## src/rtl/multibyte_add_seq_pkg.sv

```systemverilog
// Shared constants and state encoding for the byte-serial multi-precision adder.
package multibyte_add_seq_pkg;

    localparam int BYTE_W         = 8;
    localparam int NBYTES_DEFAULT = 4;

    typedef enum logic [1:0] {
        IDLE = 2'd0,
        RUN  = 2'd1,
        DONE = 2'd2
    } state_t;

endpackage

```

## src/rtl/multibyte_add_seq_cla.sv

```systemverilog
// 8-bit carry-lookahead adder: every carry is a flat sum of generate/propagate products.
module CLA_8bit (
    input  logic [7:0] a,
    input  logic [7:0] b,
    input  logic       cin,
    output logic [7:0] sum,
    output logic       cout
);

    logic [7:0] g;
    logic [7:0] p;
    logic [8:0] c;
    logic       gen;
    logic       prop;

    assign g = a & b;
    assign p = a ^ b;

    always_comb begin
        // NOTE: every variable gets a default before any branch or loop so no latch is inferred.
        c    = '0;
        gen  = 1'b0;
        prop = 1'b0;
        c[0] = cin;
        for (int i = 0; i < 8; i++) begin
            gen  = g[i];
            prop = p[i];
            for (int j = i - 1; j >= 0; j--) begin
                gen  = gen | (prop & g[j]);
                prop = prop & p[j];
            end
            c[i+1] = gen | (prop & cin);
        end
    end

    assign sum  = p ^ c[7:0];
    assign cout = c[8];

endmodule

```

## src/rtl/multibyte_add_seq.sv

```systemverilog
// Byte-serial add/subtract of wide operands, LSB first, with registered carry between bytes.
module multibyte_add_seq
    import multibyte_add_seq_pkg::*;
#(
    parameter int NBYTES = NBYTES_DEFAULT
) (
    input  logic                   clk,
    input  logic                   rst_n,
    input  logic                   in_valid,
    output logic                   in_ready,
    input  logic [BYTE_W*NBYTES-1:0] op_a,
    input  logic [BYTE_W*NBYTES-1:0] op_b,
    input  logic                   sub,
    input  logic                   in_carry,
    output logic                   out_valid,
    input  logic                   out_ready,
    output logic [BYTE_W*NBYTES-1:0] result,
    output logic                   carry_out,
    output logic                   overflow,
    output logic                   zero
);

    localparam int W    = BYTE_W * NBYTES;
    localparam int IDXW = (NBYTES > 1) ? $clog2(NBYTES) : 1;
    localparam logic [IDXW-1:0] LAST = IDXW'(NBYTES - 1);

    state_t          state;
    logic [W-1:0]    a_reg;
    logic [W-1:0]    b_reg;
    logic            c_reg;
    logic [IDXW-1:0] idx;
    logic            zacc;

    logic [W-1:0]    a_shift;
    logic [W-1:0]    b_shift;
    logic [7:0]      sum;
    logic            cout;
    logic            byte_zero;

    // Byte select as a shift keeps the index width free of the operand width.
    assign a_shift   = a_reg >> {idx, 3'b000};
    assign b_shift   = b_reg >> {idx, 3'b000};
    assign byte_zero = (sum == 8'd0);

    CLA_8bit u_cla (
        .a    (a_shift[7:0]),
        .b    (b_shift[7:0]),
        .cin  (c_reg),
        .sum  (sum),
        .cout (cout)
    );

    assign in_ready  = (state == IDLE);
    assign out_valid = (state == DONE);

    always_ff @(posedge clk or negedge rst_n) begin
        if (!rst_n) begin
            // NOTE: the datapath registers are reset too, so an aborted op never leaves stale bytes visible.
            state     <= IDLE;
            a_reg     <= '0;
            b_reg     <= '0;
            c_reg     <= 1'b0;
            idx       <= '0;
            zacc      <= 1'b0;
            result    <= '0;
            carry_out <= 1'b0;
            overflow  <= 1'b0;
            zero      <= 1'b0;
        end else begin
            // NOTE: non-blocking assignments so every register sees pre-edge values of the others.
            case (state)
                IDLE: begin
                    if (in_valid) begin
                        a_reg <= op_a;
                        b_reg <= sub ? ~op_b : op_b;
                        c_reg <= sub ? 1'b1 : in_carry;
                        idx   <= '0;
                        zacc  <= 1'b1;
                        state <= RUN;
                    end
                end
                RUN: begin
                    for (int i = 0; i < NBYTES; i++) begin
                        if (idx == IDXW'(i)) result[i*BYTE_W +: BYTE_W] <= sum;
                    end
                    c_reg <= cout;
                    zacc  <= zacc & byte_zero;
                    if (idx == LAST) begin
                        carry_out <= cout;
                        overflow  <= (a_reg[W-1] == b_reg[W-1]) && (sum[7] != a_reg[W-1]);
                        zero      <= zacc & byte_zero;
                        state     <= DONE;
                    end else begin
                        idx <= idx + IDXW'(1);
                    end
                end
                DONE: begin
                    if (out_ready) state <= IDLE;
                end
                default: state <= IDLE;
            endcase
        end
    end

endmodule

```

## config.mk

```make
export PLATFORM = sky130hd
export DESIGN_NAME = multibyte_add_seq
export DESIGN_NICKNAME = d
export VERILOG_FILES = /design/src/rtl/multibyte_add_seq_pkg.sv /design/src/rtl/multibyte_add_seq_cla.sv /design/src/rtl/multibyte_add_seq.sv
export SDC_FILE = /design/constraint.sdc
export NUM_CORES = 1
export LEC_CHECK = 0
export ABC_AREA = 1
export CAP_MARGIN = 20
export CORE_MARGIN = 2
export CORE_UTILIZATION = 46
export DETAILED_ROUTE_END_ITERATION = 7
export PLACE_DENSITY = 0.81
export SYNTH_ARGS = -nofsm -noshare
export SYNTH_HDL_FRONTEND = slang
export SYNTH_SLANG_ARGS = --single-unit
```

## constraint.sdc

```tcl
create_clock -name clk -period 2.46 [get_ports clk]
set_input_delay 0.738 -clock clk [delete_from_list [all_inputs] [get_ports clk]]
set_output_delay 0.738 -clock clk [all_outputs]
set_load 0.02 [all_outputs]
```

==> metrics.txt, run 1 <==
# TYPE chip_impl_metric gauge
chip_impl_info{name="result_of_the_run",value="finished clean"} 1
chip_impl_metric{name="synth_nets",unit=""} 687
chip_impl_metric{name="synth_seq_area_share",unit="%"} 51.24
chip_impl_metric{name="max-slew-margin-rel",unit="%"} 63.28
chip_impl_metric{name="hold_bufs_inserted_after_cts",unit=""} 0
chip_impl_metric{name="clk-insertion-delay-late",unit="ns"} 0.36
chip_impl_info{name="min-delay-path-class",value="in -> async"} 1
chip_impl_info{name="tritoncts_clock_tree",value="done"} 1
chip_impl_metric{name="drt_wl_total",unit="µm"} 12560
chip_impl_info{name="layout.cells.most_common_list",value="sky130_fd_sc_hd__nand2_1, sky130_fd_sc_hd__dfrtp_1, sky130_fd_sc_hd__clkdlybuf4s50_1"} 1
chip_impl_metric{name="antenna_cells_inserted",unit=""} 0
chip_impl_metric{name="grt_antenna_before_repair",unit=""} 0
chip_impl_metric{name="detailed_routing_iterations_pass_1",unit=""} 4
chip_impl_metric{name="layout-area-overhead-vs-synth",unit="%"} 30.80
chip_impl_metric{name="cp.arrival",unit="ns"} 2.63
chip_impl_metric{name="die_width",unit="µm"} 109.6
chip_impl_metric{name="achievable-frequency",unit="GHz"} 0.4203
chip_impl_info{name="critical_path.endpoint_type",value="flop"} 1
chip_impl_metric{name="gr-usage-met1",unit="%"} 29.91
chip_impl_info{name="cp_top_family",value="simple AND/OR/NAND/NOR gates"} 1
chip_impl_metric{name="placedCellCount",unit=""} 837
chip_impl_metric{name="floorplan.die_area",unit="µm²"} 12010
chip_impl_metric{name="grtUsageMet2",unit="%"} 35.58
chip_impl_metric{name="cp.required",unit="ns"} 2.71
chip_impl_metric{name="track_usage",unit="%"} 21.85
chip_impl_metric{name="post-route-min-period",unit="ns"} 2.379
chip_impl_metric{name="layout_net_count",unit=""} 793
chip_impl_metric{name="wire_per_inst",unit="µm"} 14.70
chip_impl_metric{name="placementRows",unit=""} 38
chip_impl_info{name="yosys.area.top_type",value="sky130_fd_sc_hd__dfrtp_1"} 1
chip_impl_info{name="mostFrequentLayoutCell",value="sky130_fd_sc_hd__nand2_1"} 1
chip_impl_metric{name="netlist_area",unit="µm²"} 5127
chip_impl_metric{name="fin_cells",unit=""} 854
chip_impl_info{name="worstSetupStartpointType",value="flop"} 1
chip_impl_info{name="cpMostUsedCell",value="sky130_fd_sc_hd__nand2_1"} 1
chip_impl_info{name="critical-path-slowest-cell",value="sky130_fd_sc_hd__dfrtp_1"} 1
chip_impl_metric{name="core_area",unit="µm²"} 10840
chip_impl_metric{name="gp_routability_congestion",unit=""} 0.8943
chip_impl_metric{name="clkSinkCount",unit=""} 105
chip_impl_metric{name="report.final.hold_viol_count",unit=""} 0
chip_impl_metric{name="maxCapViolCount",unit=""} 0
chip_impl_metric{name="synth_cell_types",unit=""} 26
chip_impl_info{name="grt_setup_unrepaired",value="yes"} 1
chip_impl_metric{name="detail_route.drc_violations",unit=""} 0
chip_impl_metric{name="grt_pass1_wl",unit="µm"} 20470
chip_impl_metric{name="skew",unit="ns"} 0.01271
chip_impl_metric{name="via_count",unit=""} 4364
chip_impl_metric{name="via_per_inst",unit=""} 5.110
chip_impl_metric{name="power.leakage",unit="µW"} 0.003125
chip_impl_metric{name="clk_transition_reported_paths",unit="ns"} 0.10
chip_impl_metric{name="fin_area",unit="µm²"} 6706
chip_impl_metric{name="place.detailed.hpwl",unit="µm"} 9414
chip_impl_metric{name="ir_drop",unit="µV"} 817.0
chip_impl_metric{name="first_global_vias",unit=""} 4231
chip_impl_info{name="worstPathCellList",value="inv_2 -> buf_4 -> nor2_1 -> o22ai_2 -> ha_4 -> nand2_1 -> nand2_2 -> nor2_4 -> nand2_1 -> nand2_1 -> nand2_1 -> nand2_1 -> nand2_2 -> mux2_2"} 1
chip_impl_metric{name="pin_count_of_the_biggest_net_entering_global_routing",unit=""} 68
chip_impl_metric{name="synthesis_stage_register_bit_count",unit=""} 105
chip_impl_metric{name="worst_path_largest_cell_delay",unit="ns"} 0.42
chip_impl_metric{name="max_slew.worst_pin.slew",unit="ns"} 0.5507
chip_impl_metric{name="post-route-util",unit="%"} 61.87
chip_impl_info{name="grt-busiest-layer",value="met2"} 1
chip_impl_metric{name="initial_core_utilization",unit="%"} 47.30
chip_impl_metric{name="layout_setup_ws",unit="ns"} 0.08083
chip_impl_metric{name="setup-violations-final",unit=""} 0
chip_impl_info{name="cts_root_buffer",value="sky130_fd_sc_hd__clkbuf_8"} 1
chip_impl_info{name="synth.area.top_cells",value="sky130_fd_sc_hd__dfrtp_1, sky130_fd_sc_hd__nand2_1, sky130_fd_sc_hd__o21ai_0"} 1
chip_impl_metric{name="pre_cts_ws",unit="ns"} 0.08869
chip_impl_metric{name="antenna_violating_nets_post_route",unit=""} 0
chip_impl_metric{name="grt_overflow_total",unit=""} 0
chip_impl_metric{name="layout-drive-gt1-share",unit="%"} 11.48
chip_impl_metric{name="post_dp_cell_area",unit="µm²"} 6424
chip_impl_metric{name="detailedRoute.firstIterationViolations",unit=""} 304
chip_impl_metric{name="fillCellCount",unit=""} 926
chip_impl_metric{name="synth_top_area_share",unit="%"} 51.24
chip_impl_metric{name="io_buffer_count",unit=""} 106
chip_impl_metric{name="timing.critical_path.fanout_max",unit=""} 8
chip_impl_metric{name="groute.layer.met3.usage",unit="%"} 3.082
chip_impl_metric{name="cts_buffers",unit=""} 9
chip_impl_metric{name="syn_inst",unit=""} 604
chip_impl_metric{name="clock_path_buffers",unit=""} 2
chip_impl_metric{name="htree_levels",unit=""} 3
chip_impl_metric{name="setup_total_negative_slack",unit="ns"} 0
chip_impl_metric{name="io_pins",unit=""} 107
chip_impl_metric{name="total_power_density_per_cell_area",unit="nW/µm²"} 1577
chip_impl_metric{name="slew_violations",unit=""} 0
chip_impl_metric{name="yosysWarnings",unit=""} 0
chip_impl_metric{name="postSynthAreaPerCell",unit="µm²"} 8.489
chip_impl_info{name="path_class",value="reg -> reg"} 1
chip_impl_metric{name="final_min_period_over_clock_period",unit="%"} 96.71
chip_impl_metric{name="path_buf_inv",unit=""} 2
chip_impl_metric{name="die_y",unit="µm"} 109.6
## synth_stat cells (all sizes together)
master	count
nand2	212
dfrtp	105
o21ai	93
nor2	45
xnor2	32
inv	30
clkbuf	17
nand3	15
buf	14
o22ai	14
ha	12
a21oi	4
mux2	3
nand4	3
a32oi	2
fa	1
o31ai	1
xor2	1
## what timing repair did
| action | in CTS | in global routing |
|---|---|---|
| gates resized for setup | 0 | 26 |
| endpoints found under the setup margin | 0 | 17 |
| buffers inserted | 0 | 2 |
## worst paths after layout
check,start,endpoint,slack [ns],cells past startpoint
worst max register to register,idx[0]$_DFFE_PN0P_,result[14]$_DFFE_PN0P_,0.08,14
worst min-delay path,rst_n,result[19]$_DFFE_PN0P_,0.36,2
max in group asynchronous,rst_n,b_reg[15]$_DFFE_PN0P_,1.68,2
min in group clk,a_reg[19]$_DFFE_PN0P_,a_reg[19]$_DFFE_PN0P_,0.49,2
worst min register to register,a_reg[19]$_DFFE_PN0P_,a_reg[19]$_DFFE_PN0P_,0.49,2
worst max-delay path,idx[0]$_DFFE_PN0P_,result[14]$_DFFE_PN0P_,0.08,14
## final cells by class
class / instances / area, µm² / share of cell area, %
well taps: 140 / 175.2 / 2.612
clock buffers: 12 / 135.1 / 2.015
inverters: 30 / 112.6 / 1.679
flip-flops and latches: 105 / 2628 / 39.18
multi-input cells: 438 / 2325 / 34.66
repair buffers: 126 / 1289 / 19.22
clock inverters: 3 / 42.54 / 0.6343
## power by group
part	switching (µW)	total [µW]	internal (µW)	leakage, µW
Clock	553	1020	466	0.0000864
Sequential	534	3090	2550	0.00131
Combinational	3920	6470	2550	0.00173
Total	5010	10600	5570	0.00312
## cells by family (layout without fill, tap and decap cells)
| group | Yosys count | after routing | synth area share (%) |
|---|---|---|---|
| AND/OR/NAND/NOR | 275 | 275 | 22.25 |
| AO/OA/AOI/OAI | 114 | 114 | 11.96 |
| flip-flops | 105 | 105 | 51.24 |
| buffers and inverters | 61 | 171 | 4.783 |
| XOR/XNOR | 33 | 33 | 5.783 |
| adder cells (fa/ha/maj) | 13 | 13 | 3.319 |
| multiplexers | 3 | 3 | 0.6588 |
## through the flow
step           hold slack, ns  power [µW]
6_report               0.3596       10580
5_1_grt                0.3873       11490
4_1_cts                0.3842       10150
3_5_place_dp           0.4692        9127
3_3_place_gp           0.4607        8854
2_1_floorplan          0.4424        6993
## routing by layer
layer | wire [µm] | part of all wire, %
met5 | 0 | 0
met4 | 269 | 2.1
met3 | 698 | 5.6
met2 | 6079 | 48
met1 | 5509 | 44
No activity file was read; power rests on OpenSTA's default activity.
==> run 2: changes to the inputs <==
--- a/config.mk
+++ b/config.mk
@@ -11,6 +11,7 @@
 export CORE_UTILIZATION = 46
 export DETAILED_ROUTE_END_ITERATION = 7
 export PLACE_DENSITY = 0.81
+export SETUP_SLACK_MARGIN = 0.4
 export SYNTH_ARGS = -nofsm -noshare
 export SYNTH_HDL_FRONTEND = slang
 export SYNTH_SLANG_ARGS = --single-unit
==> run 2 against run 1 <==
Clock-buffer cell count shrank 2. Clock skew decreased by 0.0018 ns. Non-clock buffer count rose by 5. Critical path depth decreased by 2. Largest cell class unchanged. Hold slack lost 0.073 ns. Die area unchanged. Critical endpoint is now zero$_DFFE_PN0P_. Cell area is 2.5% higher. Highest routed layer unchanged. Core utilization rose by 1.5 points.
==> metrics.txt, run 2 (synthesized netlist as in run 1, its figures left out) <==
# TYPE chip_impl_metric gauge
chip_impl_info{name="result_of_the_run",value="finished clean"} 1
chip_impl_metric{name="antenna_cells_inserted",unit=""} 0
chip_impl_info{name="cp_top_family",value="compound AO/OA/AOI/OAI gates"} 1
chip_impl_metric{name="total_power_density_per_cell_area",unit="nW/µm²"} 1652
chip_impl_metric{name="layout-area-overhead-vs-synth",unit="%"} 34.02
chip_impl_metric{name="clk-insertion-delay-late",unit="ns"} 0.38
chip_impl_metric{name="cp.required",unit="ns"} 2.79
chip_impl_metric{name="first_global_vias",unit=""} 4221
chip_impl_metric{name="track_usage",unit="%"} 22.15
chip_impl_metric{name="clock_path_buffers",unit=""} 2
chip_impl_metric{name="achievable-frequency",unit="GHz"} 0.4120
chip_impl_metric{name="die_width",unit="µm"} 109.6
chip_impl_metric{name="via_per_inst",unit=""} 5.215
chip_impl_metric{name="layout_net_count",unit=""} 799
chip_impl_metric{name="cts_buffers",unit=""} 9
chip_impl_metric{name="grt_antenna_before_repair",unit=""} 0
chip_impl_metric{name="timing.critical_path.fanout_max",unit=""} 13
chip_impl_info{name="layout.cells.most_common_list",value="sky130_fd_sc_hd__nand2_1, sky130_fd_sc_hd__dfrtp_1, sky130_fd_sc_hd__clkdlybuf4s50_1"} 1
chip_impl_info{name="path_class",value="reg -> reg"} 1
chip_impl_metric{name="io_pins",unit=""} 107
chip_impl_metric{name="clkSinkCount",unit=""} 105
chip_impl_metric{name="slew_violations",unit=""} 0
chip_impl_metric{name="report.final.hold_viol_count",unit=""} 0
chip_impl_info{name="grt-busiest-layer",value="met2"} 1
chip_impl_metric{name="die_y",unit="µm"} 109.6
chip_impl_metric{name="cp.arrival",unit="ns"} 2.76
chip_impl_metric{name="skew",unit="ns"} 0.01093
chip_impl_metric{name="max_slew.worst_pin.slew",unit="ns"} 0.5153
chip_impl_metric{name="gr-usage-met1",unit="%"} 27.66
chip_impl_metric{name="max-slew-margin-rel",unit="%"} 65.56
chip_impl_metric{name="fin_area",unit="µm²"} 6872
chip_impl_metric{name="maxCapViolCount",unit=""} 0
chip_impl_info{name="min-delay-path-class",value="in -> async"} 1
chip_impl_metric{name="placementRows",unit=""} 38
chip_impl_metric{name="path_buf_inv",unit=""} 2
chip_impl_metric{name="via_count",unit=""} 4490
chip_impl_metric{name="grt_pass1_wl",unit="µm"} 20280
chip_impl_metric{name="post_dp_cell_area",unit="µm²"} 6392
chip_impl_info{name="cts_root_buffer",value="sky130_fd_sc_hd__clkbuf_8"} 1
chip_impl_metric{name="detail_route.drc_violations",unit=""} 0
chip_impl_metric{name="grtUsageMet2",unit="%"} 39.07
chip_impl_metric{name="place.detailed.hpwl",unit="µm"} 9692
chip_impl_metric{name="drt_wl_total",unit="µm"} 13330
chip_impl_metric{name="io_buffer_count",unit=""} 106
chip_impl_metric{name="hold_ws",unit="ns"} 0.2862
chip_impl_metric{name="core_area",unit="µm²"} 10840
chip_impl_metric{name="layout-drive-gt1-share",unit="%"} 15.26
chip_impl_info{name="critical-path-slowest-cell",value="sky130_fd_sc_hd__dfrtp_2"} 1
chip_impl_metric{name="power.leakage",unit="µW"} 0.003319
chip_impl_metric{name="worst_path_largest_cell_delay",unit="ns"} 0.49
chip_impl_metric{name="groute.layer.met3.usage",unit="%"} 2.549
chip_impl_info{name="critical_path.endpoint_type",value="flop"} 1
chip_impl_metric{name="ir_drop",unit="µV"} 832.8
chip_impl_info{name="worstPathCellList",value="buf_12 -> inv_8 -> o21ai_0 -> o22ai_1 -> ha_1 -> a21oi_1 -> nand2_2 -> nand2_2 -> nand2_2 -> nor2_2 -> nand3_1 -> nand2_1"} 1
chip_impl_metric{name="detailedRoute.firstIterationViolations",unit=""} 389
chip_impl_info{name="worstSetupStartpointType",value="flop"} 1
chip_impl_metric{name="wire_per_inst",unit="µm"} 15.48
chip_impl_metric{name="antenna_violating_nets_post_route",unit=""} 0
chip_impl_metric{name="layout_setup_ws",unit="ns"} 0.03272
chip_impl_metric{name="initial_core_utilization",unit="%"} 47.30
chip_impl_metric{name="final_min_period_over_clock_period",unit="%"} 98.67
chip_impl_metric{name="gp_routability_congestion",unit=""} 0.8986
chip_impl_info{name="tritoncts_clock_tree",value="done"} 1
chip_impl_metric{name="post-route-min-period",unit="ns"} 2.427
chip_impl_metric{name="hold_bufs_inserted_after_cts",unit=""} 0
chip_impl_metric{name="clk_transition_reported_paths",unit="ns"} 0.10
chip_impl_metric{name="pre_cts_ws",unit="ns"} 0.09190
chip_impl_info{name="grt_setup_unrepaired",value="yes"} 1
chip_impl_info{name="mostFrequentLayoutCell",value="sky130_fd_sc_hd__nand2_1"} 1
chip_impl_metric{name="setup-violations-final",unit=""} 0
chip_impl_metric{name="floorplan.die_area",unit="µm²"} 12010
chip_impl_info{name="cpMostUsedCell",value="sky130_fd_sc_hd__nand2_2"} 1
chip_impl_metric{name="detailed_routing_iterations_pass_1",unit=""} 5
chip_impl_metric{name="pin_count_of_the_biggest_net_entering_global_routing",unit=""} 98
chip_impl_metric{name="grt_overflow_total",unit=""} 0
chip_impl_metric{name="htree_levels",unit=""} 3
-- run 2: cell types whose count changed in the layout (fill, tap and decap cells not counted), moves of 5 or more --
cell,change
sky130_fd_sc_hd__buf_4,+5
sky130_fd_sc_hd__o21ai_2,+6
sky130_fd_sc_hd__dlygate4sd2_1,+34
sky130_fd_sc_hd__o21ai_1,+8
sky130_fd_sc_hd__clkdlybuf4s50_1,-37
sky130_fd_sc_hd__o21ai_0,-14
sky130_fd_sc_hd__nand2_1,-5
-- run 2: cell type report --
class,instances,area [µm²]
Timing Repair inverter,1,11.26
Tap cell,140,175.2
Clock inverter,6,92.59
Inverter,30,141.4
Clock buffer,10,127.6
Sequential cell,105,2629
Multi-Input combinational cell,438,2389
Timing Repair Buffer,131,1306
Fill cell,859,3969
-- run 2: timing repair --
action | in CTS | in global routing
endpoints found under the hold margin | 0 | 0
gates resized for setup | 44 | 41
cloned | 0 | 4
setup buffers | 4 | 4
endpoints found under the setup margin | 73 | 39
pin swaps | 3 | 19
-- run 2: path summary, 6_finish.rpt --
path	start	end	slack, ns	depth (start not counted)
setup / recovery	idx[0]$_DFFE_PN0P_	zero$_DFFE_PN0P_	0.03	12
hold / removal	rst_n	result[2]$_DFFE_PN0P_	0.29	1
setup reg to reg	idx[0]$_DFFE_PN0P_	zero$_DFFE_PN0P_	0.03	12
hold reg to reg	result[21]$_DFFE_PN0P_	result[21]$_DFFE_PN0P_	0.48	2
max in group asynchronous	rst_n	result[16]$_DFFE_PN0P_	1.51	2
min in group clk	result[21]$_DFFE_PN0P_	result[21]$_DFFE_PN0P_	0.48	2
-- run 2: stage by stage --
| step | TNS, ns | util [%] | instances | total power (µW) |
|---|---|---|---|---|
| detailed placement | 0 | 58.97 | 833 | 9202 |
| global placement | 0 | 58.97 | 833 | 8999 |
| floorplan | 0 | - | 604 | 7162 |
| finish | 0 | 63.39 | 861 | 11350 |
| CTS | 0 | 61.17 | 853 | 10410 |
| global route | -0.01374 | 63.39 | 861 | 12190 |
-- run 2: worst register-to-register path: stages (launching register included) --
cell,delay (ns)
sky130_fd_sc_hd__dfrtp_2,0.49
sky130_fd_sc_hd__buf_12,0.19
sky130_fd_sc_hd__inv_8,0.07
sky130_fd_sc_hd__o21ai_0,0.30
sky130_fd_sc_hd__o22ai_1,0.14
sky130_fd_sc_hd__ha_1,0.39
sky130_fd_sc_hd__a21oi_1,0.32
sky130_fd_sc_hd__nand2_2,0.11
sky130_fd_sc_hd__nand2_2,0.08
sky130_fd_sc_hd__nand2_2,0.07
sky130_fd_sc_hd__nor2_2,0.10
sky130_fd_sc_hd__nand3_1,0.07
sky130_fd_sc_hd__nand2_1,0.06
-- run 2: power breakdown --
group | internal, µW | total (µW) | switching, µW | leakage [µW]
logic | 2820 | 7040 | 4210 | 0.00191
clock network | 576 | 1170 | 590 | 0.000103
registers | 2550 | 3150 | 597 | 0.00131
-- run 2: metal layers --
layer | routed length, µm | vias to the layer above | part of all wire [%]
li1 | - | 2166 | -
met1 | 5436 | 2104 | 41
met2 | 6848 | 187 | 51
met3 | 767 | 33 | 5.8
met4 | 279 | 0 | 2.1
met5 | 0 | - | 0
